<file path="src/rtl/cgra_cfg_pkg.sv">
// ---------------------------------------------------------------------------
// cgra_cfg_pkg
// Shared definitions for the per-tile configuration bus:
//   - field positions inside config_addr_in (tile ID, register index)
//   - configuration data width and read-back counter width
//   - responder FSM state encoding
//   - helpers that extract the address fields
// ---------------------------------------------------------------------------
package cgra_cfg_pkg;

  localparam int CFG_TILE_LSB = 0;
  localparam int CFG_TILE_W   = 16;
  localparam int CFG_REG_LSB  = 16;
  localparam int CFG_REG_W    = 8;
  localparam int CFG_DATA_W   = 32;
  localparam int CFG_CNT_W    = 5;

  typedef enum logic {
    IDLE  = 1'b0,
    SHIFT = 1'b1
  } cfg_state_t;

  function automatic logic [CFG_TILE_W-1:0] cfg_tile_of(input logic [31:0] addr);
    return addr[CFG_TILE_LSB +: CFG_TILE_W];
  endfunction

  function automatic logic [CFG_REG_W-1:0] cfg_reg_of(input logic [31:0] addr);
    return addr[CFG_REG_LSB +: CFG_REG_W];
  endfunction

endpackage

</file>
<file path="src/rtl/config_readback_shifter.sv">
// ---------------------------------------------------------------------------
// config_readback_shifter
// Serialises one 32-bit configuration word MSB-first.
//   clk_in, reset_in : clock, synchronous active-high reset
//   load_in          : capture load_val_in and start a 32-bit burst
//   load_val_in      : word to serialise
//   serial_out       : current bit (shift register MSB)
//   valid_out        : a burst is in progress, serial_out is meaningful
//   done_out         : the bit on serial_out this cycle is the last one
// ---------------------------------------------------------------------------
module config_readback_shifter
  import cgra_cfg_pkg::*;
(
  input  logic                  clk_in,
  input  logic                  reset_in,
  input  logic                  load_in,
  input  logic [CFG_DATA_W-1:0] load_val_in,
  output logic                  serial_out,
  output logic                  valid_out,
  output logic                  done_out
);

  logic [CFG_DATA_W-1:0] sr_q, sr_d;
  logic [CFG_CNT_W-1:0]  cnt_q, cnt_d;
  logic                  valid_q, valid_d;

  always_comb begin
    sr_d    = sr_q;
    cnt_d   = cnt_q;
    valid_d = valid_q;
    if (load_in) begin
      sr_d    = load_val_in;
      cnt_d   = CFG_CNT_W'(CFG_DATA_W - 1);
      valid_d = 1'b1;
    end else if (valid_q) begin
      // After the final shift all bits have left, so sr_q idles at zero
      // and serial_out reads 0 between bursts.
      sr_d  = {sr_q[CFG_DATA_W-2:0], 1'b0};
      cnt_d = cnt_q - 1'b1;
      if (cnt_q == '0) begin
        valid_d = 1'b0;
      end
    end
  end

  always_ff @(posedge clk_in) begin
    if (reset_in) begin
      sr_q    <= '0;
      cnt_q   <= '0;
      valid_q <= 1'b0;
    end else begin
      sr_q    <= sr_d;
      cnt_q   <= cnt_d;
      valid_q <= valid_d;
    end
  end

  assign serial_out = sr_q[CFG_DATA_W-1];
  assign valid_out  = valid_q;
  assign done_out   = valid_q && (cnt_q == '0);

endmodule

</file>
<file path="src/rtl/cgra_config_responder.sv">
// ---------------------------------------------------------------------------
// cgra_config_responder
// Per-tile receiver on the shared configuration bus. Transactions whose tile
// field equals TILE_ID write the local register file or request a serial
// read-back of one register; all other transactions are ignored.
//   clk_in, reset_in  : clock, synchronous active-high reset
//   config_valid_in   : transaction present
//   config_ready_out  : responder can accept (IDLE only)
//   config_read_in    : 1 = read-back, 0 = write
//   config_addr_in    : [15:0] tile ID, [23:16] register index
//   config_data_in    : write data
//   cfg_regs_out      : flat register file, reg i at [32*i +: 32]
//   read_data_out     : serial read-back bit, MSB first
//   read_valid_out    : read_data_out meaningful this cycle
//   cfg_err_out       : sticky out-of-range index flag
//   state_dbg_out     : current FSM state
//
// Handshake: a transaction transfers on the rising edge where
// config_valid_in && config_ready_out; the initiator keeps valid and the
// payload stable until that edge. Ready is low for the whole read-back.
// ---------------------------------------------------------------------------
module cgra_config_responder
  import cgra_cfg_pkg::*;
#(
  parameter logic [15:0] TILE_ID  = 16'h0015,
  parameter int          NUM_REGS = 8
) (
  input  logic                           clk_in,
  input  logic                           reset_in,
  input  logic                           config_valid_in,
  output logic                           config_ready_out,
  input  logic                           config_read_in,
  input  logic [31:0]                    config_addr_in,
  input  logic [CFG_DATA_W-1:0]          config_data_in,
  output logic [NUM_REGS*CFG_DATA_W-1:0] cfg_regs_out,
  output logic                           read_data_out,
  output logic                           read_valid_out,
  output logic                           cfg_err_out,
  output cfg_state_t                     state_dbg_out
);

  localparam int IDX_W = (NUM_REGS > 1) ? $clog2(NUM_REGS) : 1;
  // 9 bits so that NUM_REGS = 256 is representable for the range check.
  localparam logic [CFG_REG_W:0] NUM_REGS_C = (CFG_REG_W + 1)'(NUM_REGS);

  cfg_state_t            state_q, state_d;
  logic [CFG_DATA_W-1:0] cfg_regs_q [NUM_REGS];
  logic [CFG_DATA_W-1:0] cfg_regs_d [NUM_REGS];
  logic                  err_q, err_d;

  logic                  accept;
  logic                  match;
  logic                  in_range;
  logic [CFG_REG_W-1:0]  reg_idx;
  logic [IDX_W-1:0]      idx;
  logic                  shift_load;
  logic [CFG_DATA_W-1:0] shift_val;
  logic                  shift_valid;
  logic                  shift_done;
  logic                  shift_bit;

  assign config_ready_out = (state_q == IDLE);
  assign accept   = config_valid_in && config_ready_out;
  assign match    = (cfg_tile_of(config_addr_in) == TILE_ID);
  assign reg_idx  = cfg_reg_of(config_addr_in);
  assign in_range = ({1'b0, reg_idx} < NUM_REGS_C);
  assign idx      = reg_idx[IDX_W-1:0];

  always_comb begin
    state_d    = state_q;
    cfg_regs_d = cfg_regs_q;
    err_d      = err_q;
    shift_load = 1'b0;
    shift_val  = '0;
    case (state_q)
      IDLE: begin
        if (accept && match) begin
          if (in_range) begin
            if (config_read_in) begin
              // The word is captured now; later writes do not affect it.
              shift_load = 1'b1;
              shift_val  = cfg_regs_q[idx];
              state_d    = SHIFT;
            end else begin
              cfg_regs_d[idx] = config_data_in;
            end
          end else begin
            err_d = 1'b1;
            if (config_read_in) begin
              // Out-of-range read still occupies the line for a full word.
              shift_load = 1'b1;
              state_d    = SHIFT;
            end
          end
        end
      end
      SHIFT: begin
        if (shift_done) begin
          state_d = IDLE;
        end
      end
      default: state_d = IDLE;
    endcase
  end

  always_ff @(posedge clk_in) begin
    if (reset_in) begin
      state_q <= IDLE;
      err_q   <= 1'b0;
      for (int i = 0; i < NUM_REGS; i++) begin
        cfg_regs_q[i] <= '0;
      end
    end else begin
      state_q    <= state_d;
      err_q      <= err_d;
      cfg_regs_q <= cfg_regs_d;
    end
  end

  config_readback_shifter u_shifter (
    .clk_in      (clk_in),
    .reset_in    (reset_in),
    .load_in     (shift_load),
    .load_val_in (shift_val),
    .serial_out  (shift_bit),
    .valid_out   (shift_valid),
    .done_out    (shift_done)
  );

  for (genvar g = 0; g < NUM_REGS; g++) begin : g_flat
    assign cfg_regs_out[g*CFG_DATA_W +: CFG_DATA_W] = cfg_regs_q[g];
  end

  assign read_data_out  = shift_bit;
  assign read_valid_out = shift_valid;
  assign cfg_err_out    = err_q;
  assign state_dbg_out  = state_q;

endmodule
</file>
<file path="config.mk">
export PLATFORM = sky130hd
export DESIGN_NAME = cgra_config_responder
export DESIGN_NICKNAME = d
export VERILOG_FILES = /design/src/rtl/cgra_cfg_pkg.sv /design/src/rtl/config_readback_shifter.sv /design/src/rtl/cgra_config_responder.sv
export SDC_FILE = /design/constraint.sdc
export NUM_CORES = 1
export LEC_CHECK = 0
export BUFFER_PORTS_ARGS = -buffer_cell sky130_fd_sc_hd__buf_2
export CORE_MARGIN = 3
export CORE_UTILIZATION = 45
export CTS_CLUSTER_SIZE = 40
export DETAILED_ROUTE_END_ITERATION = 8
export GPL_ROUTABILITY_DRIVEN = 0
export PLACE_DENSITY = 0.7
export SLEW_MARGIN = 20
export SYNTH_ARGS = -nofsm -noshare
export SYNTH_HDL_FRONTEND = slang
export SYNTH_SLANG_ARGS = --single-unit
</file>
<file path="constraint.sdc">
create_clock -name clk_in -period 3 [get_ports clk_in]
set_input_delay 0.3 -clock clk_in [delete_from_list [all_inputs] [get_ports clk_in]]
set_output_delay 0.3 -clock clk_in [all_outputs]
set_load 0.005 [all_outputs]
</file>
==> flow_results.xml, run 1 <==
<?xml version="1.0" encoding="UTF-8"?>
<metrics>
  <group name="sta">
    <metric name="timing_hold_violations_final" unit="">0</metric>
    <metric name="min_period_over_period" unit="%">70.02</metric>
    <metric name="clock.fmax" unit="MHz">476.1</metric>
    <metric name="clock_skew" unit="ps">6.003</metric>
    <metric name="finalHoldWorstSlack" unit="ps">94.78</metric>
    <metric name="rsz0062_at_grt" unit="">no</metric>
    <metric name="report.final.setup_viol" unit="">0</metric>
    <metric name="timing_worst_slew_pin_value" unit="ps">946.9</metric>
    <metric name="slew_headroom" unit="%">36.74</metric>
    <metric name="minimum_period_implied_by_the_final_worst_setup_slack" unit="ps">2100</metric>
    <metric name="maxSlewViolCount" unit="">0</metric>
    <metric name="timing.setup.tns" unit="ps">0</metric>
  </group>
  <group name="synth">
    <metric name="syn_nets" unit="">1371</metric>
    <metric name="dominantRegCellSynth" unit="">sky130_fd_sc_hd__dfxtp_1</metric>
    <metric name="synth_seq_area_share" unit="%">46.42</metric>
    <metric name="synth_enable_flop_cells" unit="">0</metric>
    <metric name="synth-warning-count" unit="">0</metric>
    <metric name="synthSimpleGateAreaFrac" unit="%">12.01</metric>
    <metric name="post_syn_instances" unit="">1302</metric>
    <metric name="synth_mux_area_share" unit="%">28.65</metric>
    <metric name="synth_top_family_by_area" unit="">multiplexers</metric>
    <metric name="synth-async-reset-ratio" unit="%">0</metric>
    <metric name="synth_top_cell_area_share" unit="%">46.42</metric>
    <metric name="synth_compound_gate_area_share" unit="%">8.370</metric>
    <metric name="synth.avg_cell_area" unit="sq um">9.805</metric>
    <metric name="post_synth_xor_area_fraction" unit="%">0.2744</metric>
    <metric name="synth_adder_area_share" unit="%">0.09801</metric>
    <metric name="synth_area_leaders" unit="">sky130_fd_sc_hd__dfxtp_1 46%, sky130_fd_sc_hd__mux2i_1 21%, sky130_fd_sc_hd__nor2_1 8.7%, sky130_fd_sc_hd__mux4_2 4.9%, sky130_fd_sc_hd__clkbuf_1 2.8%</metric>
    <metric name="ys_types" unit="">42</metric>
    <metric name="ys_ff_latch" unit="">296</metric>
    <metric name="yosys.area.top_type" unit="">sky130_fd_sc_hd__dfxtp_1</metric>
    <metric name="mappedNetlistArea" unit="sq um">12770</metric>
  </group>
  <group name="finish">
    <metric name="multi_input_area" unit="sq um">6307</metric>
    <metric name="layout.cells.non_filler" unit="">1966</metric>
    <metric name="fill_cells" unit="">2447</metric>
    <metric name="post_route_cells_drive_above_1_share" unit="%">29.80</metric>
    <metric name="area_growth" unit="%">23.26</metric>
    <metric name="fin_nets" unit="">1633</metric>
    <metric name="flip_flop_and_latch_area" unit="sq um">5926</metric>
    <metric name="final_core_utilization" unit="%">56.48</metric>
  </group>
  <group name="global_route">
    <metric name="pin_count_of_the_biggest_net_entering_global_routing" unit="">110</metric>
    <metric name="antenna_found_initial" unit="">1</metric>
    <metric name="grt_first_pass_wirelength" unit="um">62420</metric>
    <metric name="global_route.usage.total" unit="%">25.89</metric>
    <metric name="grt_remaining_overflow" unit="">0</metric>
    <metric name="first_global_vias" unit="">10560</metric>
  </group>
  <group name="power">
    <metric name="total_leakage_power" unit="nW">8.570</metric>
    <metric name="power-per-cell-area" unit="nW/um^2">518.7</metric>
    <metric name="power.ir.vdd_worst" unit="mV">0.3481</metric>
    <metric name="switching_share" unit="%">22.28</metric>
    <metric name="power.combinational.fraction" unit="%">4.2</metric>
    <metric name="share_clk_of_total_power" unit="%">47.7</metric>
    <metric name="cellInternalPower" unit="mW">6.343</metric>
    <metric name="net-switching-power" unit="mW">1.818</metric>
    <metric name="sequentialPowerShare" unit="%">48.2</metric>
  </group>
  <group name="clock_network">
    <metric name="number_of_cts_inserted_buffers" unit="">31</metric>
    <metric name="cts-root-buf" unit="">sky130_fd_sc_hd__clkbuf_16</metric>
    <metric name="cts_tree" unit="">built</metric>
    <metric name="cts_repair_resize_count" unit="">0</metric>
    <metric name="cts_num_sinks" unit="">296</metric>
    <metric name="h-tree-depth" unit="">1</metric>
    <metric name="cts.clk_slew.worst_paths" unit="ps">60</metric>
    <metric name="clk_path_buf_depth" unit="">3</metric>
    <metric name="cts_hold_buf" unit="">0</metric>
    <metric name="insertion_delay" unit="ps">560</metric>
    <metric name="cts_setup_buffers" unit="">0</metric>
  </group>
  <group name="route">
    <metric name="first_pass_drt_iterations" unit="">6</metric>
    <metric name="detailroute.via_count" unit="">10870</metric>
    <metric name="final_routed_wire_length_divided_by_cell_count" unit="um">21.06</metric>
    <metric name="drt.antenna.violating_nets" unit="">0</metric>
    <metric name="route.final.wire_length" unit="um">41400</metric>
    <metric name="route.detailed.drc" unit="">0</metric>
    <metric name="initial_drt_markers" unit="">772</metric>
    <metric name="post_drt_via_cell_ratio" unit="">5.530</metric>
  </group>
  <group name="floorplanning">
    <metric name="chipWidth" unit="um">174.4</metric>
    <metric name="floorplan.die.height" unit="um">174.4</metric>
    <metric name="dieArea" unit="sq um">30430</metric>
    <metric name="coreArea" unit="sq um">27860</metric>
    <metric name="initial_core_util" unit="%">45.83</metric>
    <metric name="rows" unit="">61</metric>
    <metric name="ios" unit="">329</metric>
  </group>
  <group name="worst_setup_path">
    <metric name="crit_path_end_kind" unit="">flop</metric>
    <metric name="timing.critical_path.fanout_max" unit="">29</metric>
    <metric name="cp_launch_type" unit="">flop</metric>
    <metric name="timing.critical_path.cells" unit="">nand4bb_1 -&gt; nor4_4 -&gt; nand4_1 -&gt; buf_4 -&gt; mux2i_1 -&gt; nor2_1</metric>
    <metric name="ff2ff_setup_slack" unit="ps">900</metric>
    <metric name="critical_path_required" unit="ps">3420</metric>
    <metric name="worst-setup-path-type" unit="">reg -&gt; reg</metric>
    <metric name="reg2reg_depth" unit="">6</metric>
    <metric name="arrival" unit="ps">2530</metric>
    <metric name="regToRegEndpoint" unit="">cfg_regs_out[204]$_SDFFE_PP0P_</metric>
    <metric name="crit_path_max_incr_delay" unit="ps">460</metric>
    <metric name="slowest_stage" unit="">sky130_fd_sc_hd__nor4_4</metric>
    <metric name="worst_r2r_src" unit="">state_dbg_out$_SDFF_PP0_</metric>
  </group>
  <group name="placement">
    <metric name="place_hpwl" unit="um">28110</metric>
    <metric name="port_buf_inserts" unit="">320</metric>
    <metric name="placedCellCount" unit="">1909</metric>
  </group>
  <group name="min_path">
    <metric name="hold_path_depth" unit="">3</metric>
    <metric name="timing.hold.worst_endpoint" unit="">cfg_regs_out[177]$_SDFFE_PP0P_</metric>
    <metric name="min_path_type" unit="">in -&gt; reg</metric>
    <metric name="hold_start" unit="">config_data_in[17]</metric>
  </group>
  <group name="run_status">
    <metric name="status" unit="">complete, no violations</metric>
  </group>
  <group name="job">
    <metric name="maxCapViolCount" unit="">0</metric>
  </group>
</metrics>
[logic make-up (layout without fill, tap and decap cells)]
| logic type | after synthesis | in the layout |
|---|---|---|
| XOR/XNOR | 4 | 4 |
| AO/OA/AOI/OAI | 163 | 163 |
| buffers and inverters | 138 | 423 |
| flip-flops | 296 | 296 |
| other | 0 | 1 |
| adder cells (fa/ha/maj) | 1 | 1 |
| AND/OR/NAND/NOR | 373 | 373 |
| multiplexers | 327 | 327 |
[state kept, by name (all words and copies together) (netlist names)]
register,cells
cfg_err_out,1
u_shifter.valid_out,1
u_shifter.cnt_q,5
cfg_regs_out,256
u_shifter.sr_q,32
state_dbg_out,1
[cells in the mapped netlist (2+ instances only)]
cell                       number
sky130_fd_sc_hd__nor2b_1        6
sky130_fd_sc_hd__buf_1         22
sky130_fd_sc_hd__a211oi_1      30
sky130_fd_sc_hd__mux4_2        28
sky130_fd_sc_hd__a311oi_1       2
sky130_fd_sc_hd__xnor2_1        2
sky130_fd_sc_hd__mux2i_1      272
sky130_fd_sc_hd__nor4_1         3
sky130_fd_sc_hd__and3_1         3
sky130_fd_sc_hd__nand4_1        9
sky130_fd_sc_hd__dfxtp_1      296
sky130_fd_sc_hd__inv_1          7
sky130_fd_sc_hd__and2_1         3
sky130_fd_sc_hd__nor2_1       295
sky130_fd_sc_hd__mux2_2        27
sky130_fd_sc_hd__nand2b_1       4
sky130_fd_sc_hd__xor2_1         2
sky130_fd_sc_hd__and2_0         2
sky130_fd_sc_hd__a22oi_1       18
sky130_fd_sc_hd__a221oi_1      16
sky130_fd_sc_hd__a21oi_1       18
sky130_fd_sc_hd__o21ai_0       54
sky130_fd_sc_hd__buf_2         13
sky130_fd_sc_hd__o22ai_1        5
sky130_fd_sc_hd__a31oi_1        7
sky130_fd_sc_hd__a22o_1         6
sky130_fd_sc_hd__nand2_1       33
sky130_fd_sc_hd__clkbuf_1      96
sky130_fd_sc_hd__or2_2          7
sky130_fd_sc_hd__nand3_1        4
[power by group through the flow]
stage / logic, mW / registers (mW) / clock network, mW
after floorplan: 0.209 / 4.02 / 0
after global placement: 0.335 / 4.02 / 0
after detailed placement: 0.337 / 4.02 / 0
after CTS: 0.338 / 3.93 / 3.96
after global routing: 0.361 / 3.93 / 4.12
final: 0.341 / 3.93 / 3.89
[worst max-delay path, delay by kind of cell, from the launching register on]
kind	cells	cell delay (ps)
simple gates	4	960
flops	1	330
buf+inv	1	390
mux	1	260
[how the worst max path moves through the flow]
stage                              from                              to  cells past startpoint
6_report       state_dbg_out$_SDFF_PP0_  cfg_regs_out[204]$_SDFFE_PP0P_                      6
2_1_floorplan        config_addr_in[20]  cfg_regs_out[100]$_SDFFE_PP0P_                      6
5_1_grt        state_dbg_out$_SDFF_PP0_  cfg_regs_out[194]$_SDFFE_PP0P_                      6
4_1_cts        state_dbg_out$_SDFF_PP0_  cfg_regs_out[204]$_SDFFE_PP0P_                      6
3_3_place_gp         config_addr_in[20]  cfg_regs_out[200]$_SDFFE_PP0P_                      7
3_5_place_dp         config_addr_in[20]  cfg_regs_out[204]$_SDFFE_PP0P_                      7
[metal layers]
layer	part of all wire (%)	routed length (um)	GRT usage [%]
met5	0	0	0
met4	3.3	1346	8.981
met3	8.4	3490	6.007
met2	48	19740	43.48
met1	41	16820	32.77
[placed cells by master (no fill, tap or decap), drive strengths merged, types with 27 or more instances in the layout]
cell type  count
a211oi        30
buf          360
clkbuf        41
dfxtp        296
mux2          27
mux2i        272
mux4          28
nand2         33
nor2         295
o21ai         54
[stage by stage]
stage | instance area [sq um] | power [mW] | setup slack (ps)
floorplan | 12770 | 4.226 | 705.5
global placement | 14700 | 4.353 | 457.5
detailed placement | 14700 | 4.355 | 407.1
CTS | 15730 | 8.225 | 913.0
global route | 15740 | 8.404 | 729.6
finish | 15740 | 8.162 | 899.5
[cell type report]
cell class / instances / share of cell area, %
multi-input combinational: 868 / 40.08
sequential: 296 / 37.66
timing repair buffer: 360 / 12.52
clock buffer: 41 / 5.359
tap: 378 / 3.006
clock inverter: 15 / 1.193
inverter: 7 / 0.1670
antenna: 1 / 0.01590
Power figures use the tool's default switching activity.
==> run 2, diff against run 1 <==
- PLACE_DENSITY: 0.7 -> 0.72
- clock period: 3 -> 1.9 ns (I/O delays scaled with it)
==> run 2 against run 1 <==
Against the previous run:
- critical endpoint is now cfg_regs_out[197]$_SDFFE_PP0P_
- total power is 53% higher
- design area is 8.1% higher
- first-iteration DRC count is 26% higher
- global-route usage is 0.66 points higher
- non-clock buffer count is 89 higher
- sequential cell count stayed put
- via count is 5.9% higher
- clock-buffer cell count is 2 higher
- the flow now finishes with violations (setup timing)
==> flow_results.xml, run 2 (synthesis gave the netlist of run 1 again) <==
<?xml version="1.0" encoding="UTF-8"?>
<metrics>
  <group name="run_status">
    <metric name="status" unit="">complete, but fails checks</metric>
    <metric name="failing_checks" unit="">setup timing</metric>
  </group>
  <group name="finish">
    <metric name="largest_register_ff_count" unit="">256</metric>
    <metric name="design_area" unit="sq um">17010</metric>
    <metric name="layout.cells.most_common" unit="">sky130_fd_sc_hd__buf_2</metric>
    <metric name="final_core_utilization" unit="%">61.07</metric>
    <metric name="multi_input_area" unit="sq um">6361</metric>
    <metric name="post_route_cells_drive_above_1_share" unit="%">32.22</metric>
    <metric name="n_antenna_cell" unit="">0</metric>
    <metric name="layout.cells.non_filler" unit="">2054</metric>
    <metric name="fill_cells" unit="">2312</metric>
    <metric name="fin_nets" unit="">1722</metric>
    <metric name="flip_flop_and_latch_area" unit="sq um">5927</metric>
    <metric name="top_library_cells_by_usage_in_the_layout_fill_and_taps_aside" unit="">316 x sky130_fd_sc_hd__buf_2, 295 x sky130_fd_sc_hd__nor2_1, 295 x sky130_fd_sc_hd__dfxtp_1, 263 x sky130_fd_sc_hd__mux2i_1, 54 x sky130_fd_sc_hd__o21ai_0</metric>
    <metric name="area_growth" unit="%">33.27</metric>
  </group>
  <group name="sta">
    <metric name="clock.fmax" unit="MHz">498.0</metric>
    <metric name="setup_slack" unit="ps">-108.1</metric>
    <metric name="minimum_period_implied_by_the_final_worst_setup_slack" unit="ps">2008</metric>
    <metric name="min_period_over_period" unit="%">105.7</metric>
    <metric name="rsz0062_at_grt" unit="">yes</metric>
    <metric name="timing.setup.tns" unit="ps">-3668</metric>
    <metric name="slew_headroom" unit="%">57.32</metric>
    <metric name="clock_skew" unit="ps">18.54</metric>
    <metric name="maxSlewViolCount" unit="">0</metric>
    <metric name="report.final.setup_viol" unit="">109</metric>
    <metric name="timing_worst_slew_pin_value" unit="ps">639.9</metric>
    <metric name="timing_hold_violations_final" unit="">0</metric>
  </group>
  <group name="job">
    <metric name="maxCapViolCount" unit="">0</metric>
  </group>
  <group name="global_route">
    <metric name="first_global_vias" unit="">10870</metric>
    <metric name="antenna_found_initial" unit="">0</metric>
    <metric name="pin_count_of_the_biggest_net_entering_global_routing" unit="">62</metric>
    <metric name="global_route.usage.total" unit="%">26.55</metric>
    <metric name="grt_first_pass_wirelength" unit="um">64300</metric>
    <metric name="grt_remaining_overflow" unit="">0</metric>
  </group>
  <group name="clock_network">
    <metric name="cts_num_sinks" unit="">296</metric>
    <metric name="insertion_delay" unit="ps">570</metric>
    <metric name="cts.clk_slew.worst_paths" unit="ps">60</metric>
    <metric name="number_of_cts_inserted_buffers" unit="">31</metric>
    <metric name="cts_tree" unit="">built</metric>
    <metric name="h-tree-depth" unit="">1</metric>
    <metric name="clk_path_buf_depth" unit="">3</metric>
    <metric name="cts-root-buf" unit="">sky130_fd_sc_hd__clkbuf_16</metric>
  </group>
  <group name="power">
    <metric name="total_leakage_power" unit="nW">9.132</metric>
    <metric name="cellInternalPower" unit="mW">9.575</metric>
    <metric name="sequentialPowerShare" unit="%">49.6</metric>
    <metric name="power.combinational.fraction" unit="%">5.3</metric>
    <metric name="switching_share" unit="%">23.41</metric>
    <metric name="power-per-cell-area" unit="nW/um^2">734.8</metric>
    <metric name="net-switching-power" unit="mW">2.927</metric>
    <metric name="share_clk_of_total_power" unit="%">45.1</metric>
    <metric name="power.ir.vdd_worst" unit="mV">0.6823</metric>
  </group>
  <group name="placement">
    <metric name="port_buf_inserts" unit="">320</metric>
    <metric name="placedCellCount" unit="">1940</metric>
    <metric name="post_dp_cell_area" unit="sq um">15110</metric>
    <metric name="place_hpwl" unit="um">29340</metric>
  </group>
  <group name="route">
    <metric name="first_pass_drt_iterations" unit="">5</metric>
    <metric name="post_drt_via_cell_ratio" unit="">5.606</metric>
    <metric name="route.detailed.drc" unit="">0</metric>
    <metric name="detailroute.via_count" unit="">11520</metric>
    <metric name="drt.antenna.violating_nets" unit="">0</metric>
    <metric name="final_routed_wire_length_divided_by_cell_count" unit="um">22.55</metric>
    <metric name="route.final.wire_length" unit="um">46320</metric>
    <metric name="initial_drt_markers" unit="">975</metric>
  </group>
  <group name="floorplanning">
    <metric name="initial_core_util" unit="%">45.83</metric>
    <metric name="coreArea" unit="sq um">27860</metric>
    <metric name="floorplan.die.height" unit="um">174.4</metric>
    <metric name="rows" unit="">61</metric>
    <metric name="dieArea" unit="sq um">30430</metric>
    <metric name="ios" unit="">329</metric>
    <metric name="chipWidth" unit="um">174.4</metric>
  </group>
  <group name="worst_setup_path">
    <metric name="critical_path_required" unit="ps">2350</metric>
    <metric name="arrival" unit="ps">2460</metric>
    <metric name="cp_launch_type" unit="">flop</metric>
    <metric name="worst-setup-path-type" unit="">reg -&gt; reg</metric>
    <metric name="timing.critical_path.fanout_max" unit="">14</metric>
    <metric name="reg2reg_depth" unit="">8</metric>
    <metric name="crit_path_end_kind" unit="">flop</metric>
  </group>
  <group name="min_path">
    <metric name="min_path_type" unit="">in -&gt; reg</metric>
    <metric name="hold_path_depth" unit="">2</metric>
  </group>
</metrics>
-- run 2: path summary, 6_finish.rpt --
path	slack, ps	to	from
worst max-delay path	-110	cfg_regs_out[197]$_SDFFE_PP0P_	state_dbg_out$_SDFF_PP0_
worst min-delay path	20	cfg_regs_out[50]$_SDFFE_PP0P_	reset_in
worst max register to register	-110	cfg_regs_out[197]$_SDFFE_PP0P_	state_dbg_out$_SDFF_PP0_
worst min register to register	450	cfg_err_out$_SDFFE_PP0P_	cfg_err_out$_SDFFE_PP0P_
-- run 2: cell type report --
type                    count  area share [%]
clock buffers              43           5.001
inverters                   7          0.1544
flip-flops and latches    296           34.84
repair buffers            449           19.41
well taps                 378           2.780
clock inverters            13          0.4339
multi-input cells         868           37.39
-- run 2: critical path, stage by stage, from the launching register on --
cell and delay (ps):
sky130_fd_sc_hd__dfxtp_2 320, sky130_fd_sc_hd__nand4bb_4 200, sky130_fd_sc_hd__nor4_4 360, sky130_fd_sc_hd__buf_4 210, sky130_fd_sc_hd__nand4_1 150, sky130_fd_sc_hd__buf_6 190
sky130_fd_sc_hd__buf_6 190, sky130_fd_sc_hd__mux2i_1 190, sky130_fd_sc_hd__nor2_1 60
-- run 2: power groups by stage --
stage / clock network [mW] / logic [mW] / registers (mW)
after floorplan: 0 / 0.332 / 6.34
after global placement: 0 / 0.590 / 6.34
after detailed placement: 0 / 0.595 / 6.34
after CTS: 5.68 / 0.647 / 6.21
after global routing: 5.94 / 0.698 / 6.20
final: 5.63 / 0.664 / 6.21
-- run 2: routing by layer --
metal / routed length, um / global-route usage [%] / part of all wire (%)
met1: 18820 / 34.36 / 41
met2: 21970 / 43.59 / 47
met3: 4132 / 6.706 / 8.9
met4: 1397 / 8.613 / 3.0
met5: 0 / 0 / 0
-- run 2: repair_timing --
action / CTS / global route
buffers inserted: 0 / 8
hold buffers: 32 / 0
endpoints found under the setup margin: 0 / 232
hold endpoints to repair: 232 / 0
resized for setup: 0 / 60
-- run 2: stage by stage --
| stage | setup WS (ps) | total power, mW | hold WS [ps] |
|---|---|---|---|
| 2_1_floorplan | -146.6 | 6.675 | 435.6 |
| 3_3_place_gp | -317.2 | 6.933 | 437.7 |
| 3_5_place_dp | -358.4 | 6.938 | 444.5 |
| 4_1_cts | 12.72 | 12.53 | 7.622 |
| 5_1_grt | -187.3 | 12.84 | 27.33 |
| 6_report | -108.1 | 12.50 | 17.28 |
==> run 3, diff against run 2 <==
- PLACE_DENSITY: 0.72 -> 0.7
- clock period: 1.9 -> 2.1 ns (I/O delays scaled with it)
==> run 3 against run 2 <==
Against the previous run:
- the run now ends clean
- combinational power fell by 15%
- fmax rose by 5.8%
- utilization fell by 2.3 points
- sequential share of layout area rose by 1.3 points
- cell count fell by 1.9%
- worst setup slack improved by 310 ps
- critical path type unchanged
==> flow_results.xml, run 3 (synthesis gave the netlist of run 1 again) <==
<?xml version="1.0" encoding="UTF-8"?>
<metrics>
  <group name="run_status">
    <metric name="status" unit="">complete, no violations</metric>
  </group>
  <group name="sta">
    <metric name="min_period_over_period" unit="%">90.41</metric>
    <metric name="clock.fmax" unit="MHz">526.7</metric>
    <metric name="finalHoldWorstSlack" unit="ps">23.14</metric>
    <metric name="rsz0062_at_grt" unit="">no</metric>
    <metric name="setup_slack" unit="ps">201.3</metric>
    <metric name="slew_headroom" unit="%">32.68</metric>
    <metric name="minimum_period_implied_by_the_final_worst_setup_slack" unit="ps">1899</metric>
    <metric name="clock_skew" unit="ps">21.66</metric>
    <metric name="timing_hold_violations_final" unit="">0</metric>
    <metric name="timing_worst_slew_pin_value" unit="ps">1008</metric>
    <metric name="report.final.setup_viol" unit="">0</metric>
    <metric name="maxSlewViolCount" unit="">0</metric>
  </group>
  <group name="worst_setup_path">
    <metric name="critical-path-top-cell-by-count" unit="">sky130_fd_sc_hd__buf_4</metric>
    <metric name="cp_launch_type" unit="">flop</metric>
    <metric name="critical_path_required" unit="ps">2540</metric>
    <metric name="regToRegEndpoint" unit="">cfg_regs_out[130]$_SDFFE_PP0P_</metric>
    <metric name="crit_path_end_kind" unit="">flop</metric>
    <metric name="arrival" unit="ps">2340</metric>
    <metric name="crit_path_max_incr_delay" unit="ps">330</metric>
    <metric name="ff2ff_setup_slack" unit="ps">200</metric>
    <metric name="reg2reg_depth" unit="">7</metric>
    <metric name="slowest_stage" unit="">sky130_fd_sc_hd__dfxtp_1</metric>
    <metric name="worst_r2r_src" unit="">state_dbg_out$_SDFF_PP0_</metric>
    <metric name="timing.critical_path.cells" unit="">nand4bb_1 -&gt; nor4_4 -&gt; buf_4 -&gt; nand4_1 -&gt; buf_4 -&gt; mux2i_1 -&gt; nor2_1</metric>
    <metric name="worst-setup-path-type" unit="">reg -&gt; reg</metric>
    <metric name="timing.critical_path.fanout_max" unit="">16</metric>
  </group>
  <group name="clock_network">
    <metric name="h-tree-depth" unit="">1</metric>
    <metric name="cts_num_sinks" unit="">296</metric>
    <metric name="cts_tree" unit="">built</metric>
    <metric name="cts-root-buf" unit="">sky130_fd_sc_hd__clkbuf_16</metric>
    <metric name="insertion_delay" unit="ps">570</metric>
    <metric name="number_of_cts_inserted_buffers" unit="">31</metric>
    <metric name="cts.clk_slew.worst_paths" unit="ps">60</metric>
    <metric name="clk_path_buf_depth" unit="">3</metric>
  </group>
  <group name="finish">
    <metric name="largest_register_ff_count" unit="">256</metric>
    <metric name="fill_cells" unit="">2400</metric>
    <metric name="final_core_utilization" unit="%">58.82</metric>
    <metric name="top_library_cells_by_usage_in_the_layout_fill_and_taps_aside" unit="">316 x sky130_fd_sc_hd__buf_2, 296 x sky130_fd_sc_hd__dfxtp_1, 295 x sky130_fd_sc_hd__nor2_1, 272 x sky130_fd_sc_hd__mux2i_1, 58 x sky130_fd_sc_hd__buf_4</metric>
    <metric name="layout.cells.most_common" unit="">sky130_fd_sc_hd__buf_2</metric>
    <metric name="design_area" unit="sq um">16390</metric>
    <metric name="post_route_cells_drive_above_1_share" unit="%">30.95</metric>
    <metric name="fin_nets" unit="">1682</metric>
    <metric name="n_antenna_cell" unit="">0</metric>
    <metric name="area_growth" unit="%">28.35</metric>
  </group>
  <group name="global_route">
    <metric name="grt_first_pass_wirelength" unit="um">63710</metric>
    <metric name="grt_remaining_overflow" unit="">0</metric>
    <metric name="antenna_found_initial" unit="">0</metric>
    <metric name="first_global_vias" unit="">10860</metric>
    <metric name="global_route.usage.total" unit="%">26.29</metric>
    <metric name="pin_count_of_the_biggest_net_entering_global_routing" unit="">81</metric>
  </group>
  <group name="job">
    <metric name="maxCapViolCount" unit="">0</metric>
  </group>
  <group name="route">
    <metric name="route.final.wire_length" unit="um">41810</metric>
    <metric name="first_pass_drt_iterations" unit="">5</metric>
    <metric name="route.detailed.drc" unit="">0</metric>
    <metric name="final_routed_wire_length_divided_by_cell_count" unit="um">20.74</metric>
    <metric name="detailroute.via_count" unit="">11110</metric>
    <metric name="drt.antenna.violating_nets" unit="">0</metric>
    <metric name="post_drt_via_cell_ratio" unit="">5.511</metric>
    <metric name="initial_drt_markers" unit="">714</metric>
  </group>
  <group name="floorplanning">
    <metric name="coreArea" unit="sq um">27860</metric>
    <metric name="chipWidth" unit="um">174.4</metric>
    <metric name="ios" unit="">329</metric>
    <metric name="dieArea" unit="sq um">30430</metric>
    <metric name="rows" unit="">61</metric>
    <metric name="initial_core_util" unit="%">45.83</metric>
    <metric name="floorplan.die.height" unit="um">174.4</metric>
  </group>
  <group name="min_path">
    <metric name="timing.hold.worst_endpoint" unit="">cfg_regs_out[189]$_SDFFE_PP0P_</metric>
    <metric name="min_path_type" unit="">in -&gt; reg</metric>
    <metric name="hold_start" unit="">config_data_in[29]</metric>
    <metric name="hold_path_depth" unit="">3</metric>
  </group>
  <group name="power">
    <metric name="power-per-cell-area" unit="nW/um^2">745.5</metric>
    <metric name="total_leakage_power" unit="nW">8.904</metric>
    <metric name="power.ir.vdd_worst" unit="mV">0.7281</metric>
  </group>
  <group name="placement">
    <metric name="post_dp_cell_area" unit="sq um">15060</metric>
    <metric name="pre_cts_setup_slack" unit="ps">-233.6</metric>
    <metric name="port_buf_inserts" unit="">320</metric>
    <metric name="place_hpwl" unit="um">28700</metric>
  </group>
</metrics>
run 3: stage by stage:
| stage | power, mW | std cells | setup TNS (ps) |
|---|---|---|---|
| after floorplan | 6.038 | 1302 | -213.7 |
| after global placement | 6.264 | 1939 | -29160 |
| after detailed placement | 6.265 | 1939 | -40570 |
| after CTS | 12.27 | 2016 | 0 |
| after global routing | 12.53 | 2016 | 0 |
| final | 12.22 | 2016 | 0 |
run 3: how the worst max path moves through the flow:
stage	start	endpoint	slack [ps]
2_1_floorplan	config_addr_in[20]	cfg_regs_out[21]$_SDFFE_PP0P_	-0.9
3_3_place_gp	config_addr_in[21]	cfg_regs_out[42]$_SDFFE_PP0P_	-180
3_5_place_dp	config_addr_in[21]	cfg_regs_out[157]$_SDFFE_PP0P_	-230
4_1_cts	state_dbg_out$_SDFF_PP0_	cfg_regs_out[130]$_SDFFE_PP0P_	180
5_1_grt	state_dbg_out$_SDFF_PP0_	cfg_regs_out[130]$_SDFFE_PP0P_	50
6_report	state_dbg_out$_SDFF_PP0_	cfg_regs_out[130]$_SDFFE_PP0P_	200
run 3: report_power, final:
| part | internal, mW | switching, mW | leakage [nW] | total (mW) |
|---|---|---|---|---|
| combinational | 0.206 | 0.356 | 5.96 | 0.562 |
| clock | 3.72 | 2.32 | 0.558 | 6.04 |
| sequential | 5.61 | 0.00000493 | 2.38 | 5.61 |
| total | 9.54 | 2.67 | 8.90 | 12.2 |
run 3: repair_timing:
item,CTS,global route
resized for setup,0,0
hold buffers,19,0
hold endpoints to repair,91,0
buffers inserted,0,0
run 3: area by class of cell:
| type | count | area [sq um] | share of cell area (%) |
|---|---|---|---|
| repair buffers | 409 | 2522 | 15.39 |
| clock inverters | 14 | 226.5 | 1.382 |
| flip-flops and latches | 296 | 5926 | 36.16 |
| multi-input cells | 868 | 6307 | 38.49 |
| well taps | 378 | 473.0 | 2.886 |
| clock buffers | 44 | 904.6 | 5.521 |
| inverters | 7 | 26.28 | 0.1604 |
run 3: routing by layer:
| metal | global-route usage, % | vias up | share of wire [%] |
|---|---|---|---|
| met1 | 34.04 | 5435 | 42 |
| li1 | - | 5168 | - |
| met5 | 0 | - | 0 |
| met4 | 8.076 | 0 | 2.9 |
| met2 | 43.92 | 435 | 48 |
| met3 | 5.876 | 72 | 7.7 |
run 3: worst max-delay path: cells and delay by family, from the launching register on:
kind                   cells  cell delay, ps
flip-flops                 1             330
multiplexers               1             210
AND/OR/NAND/NOR            4             700
buffers and inverters      2             530
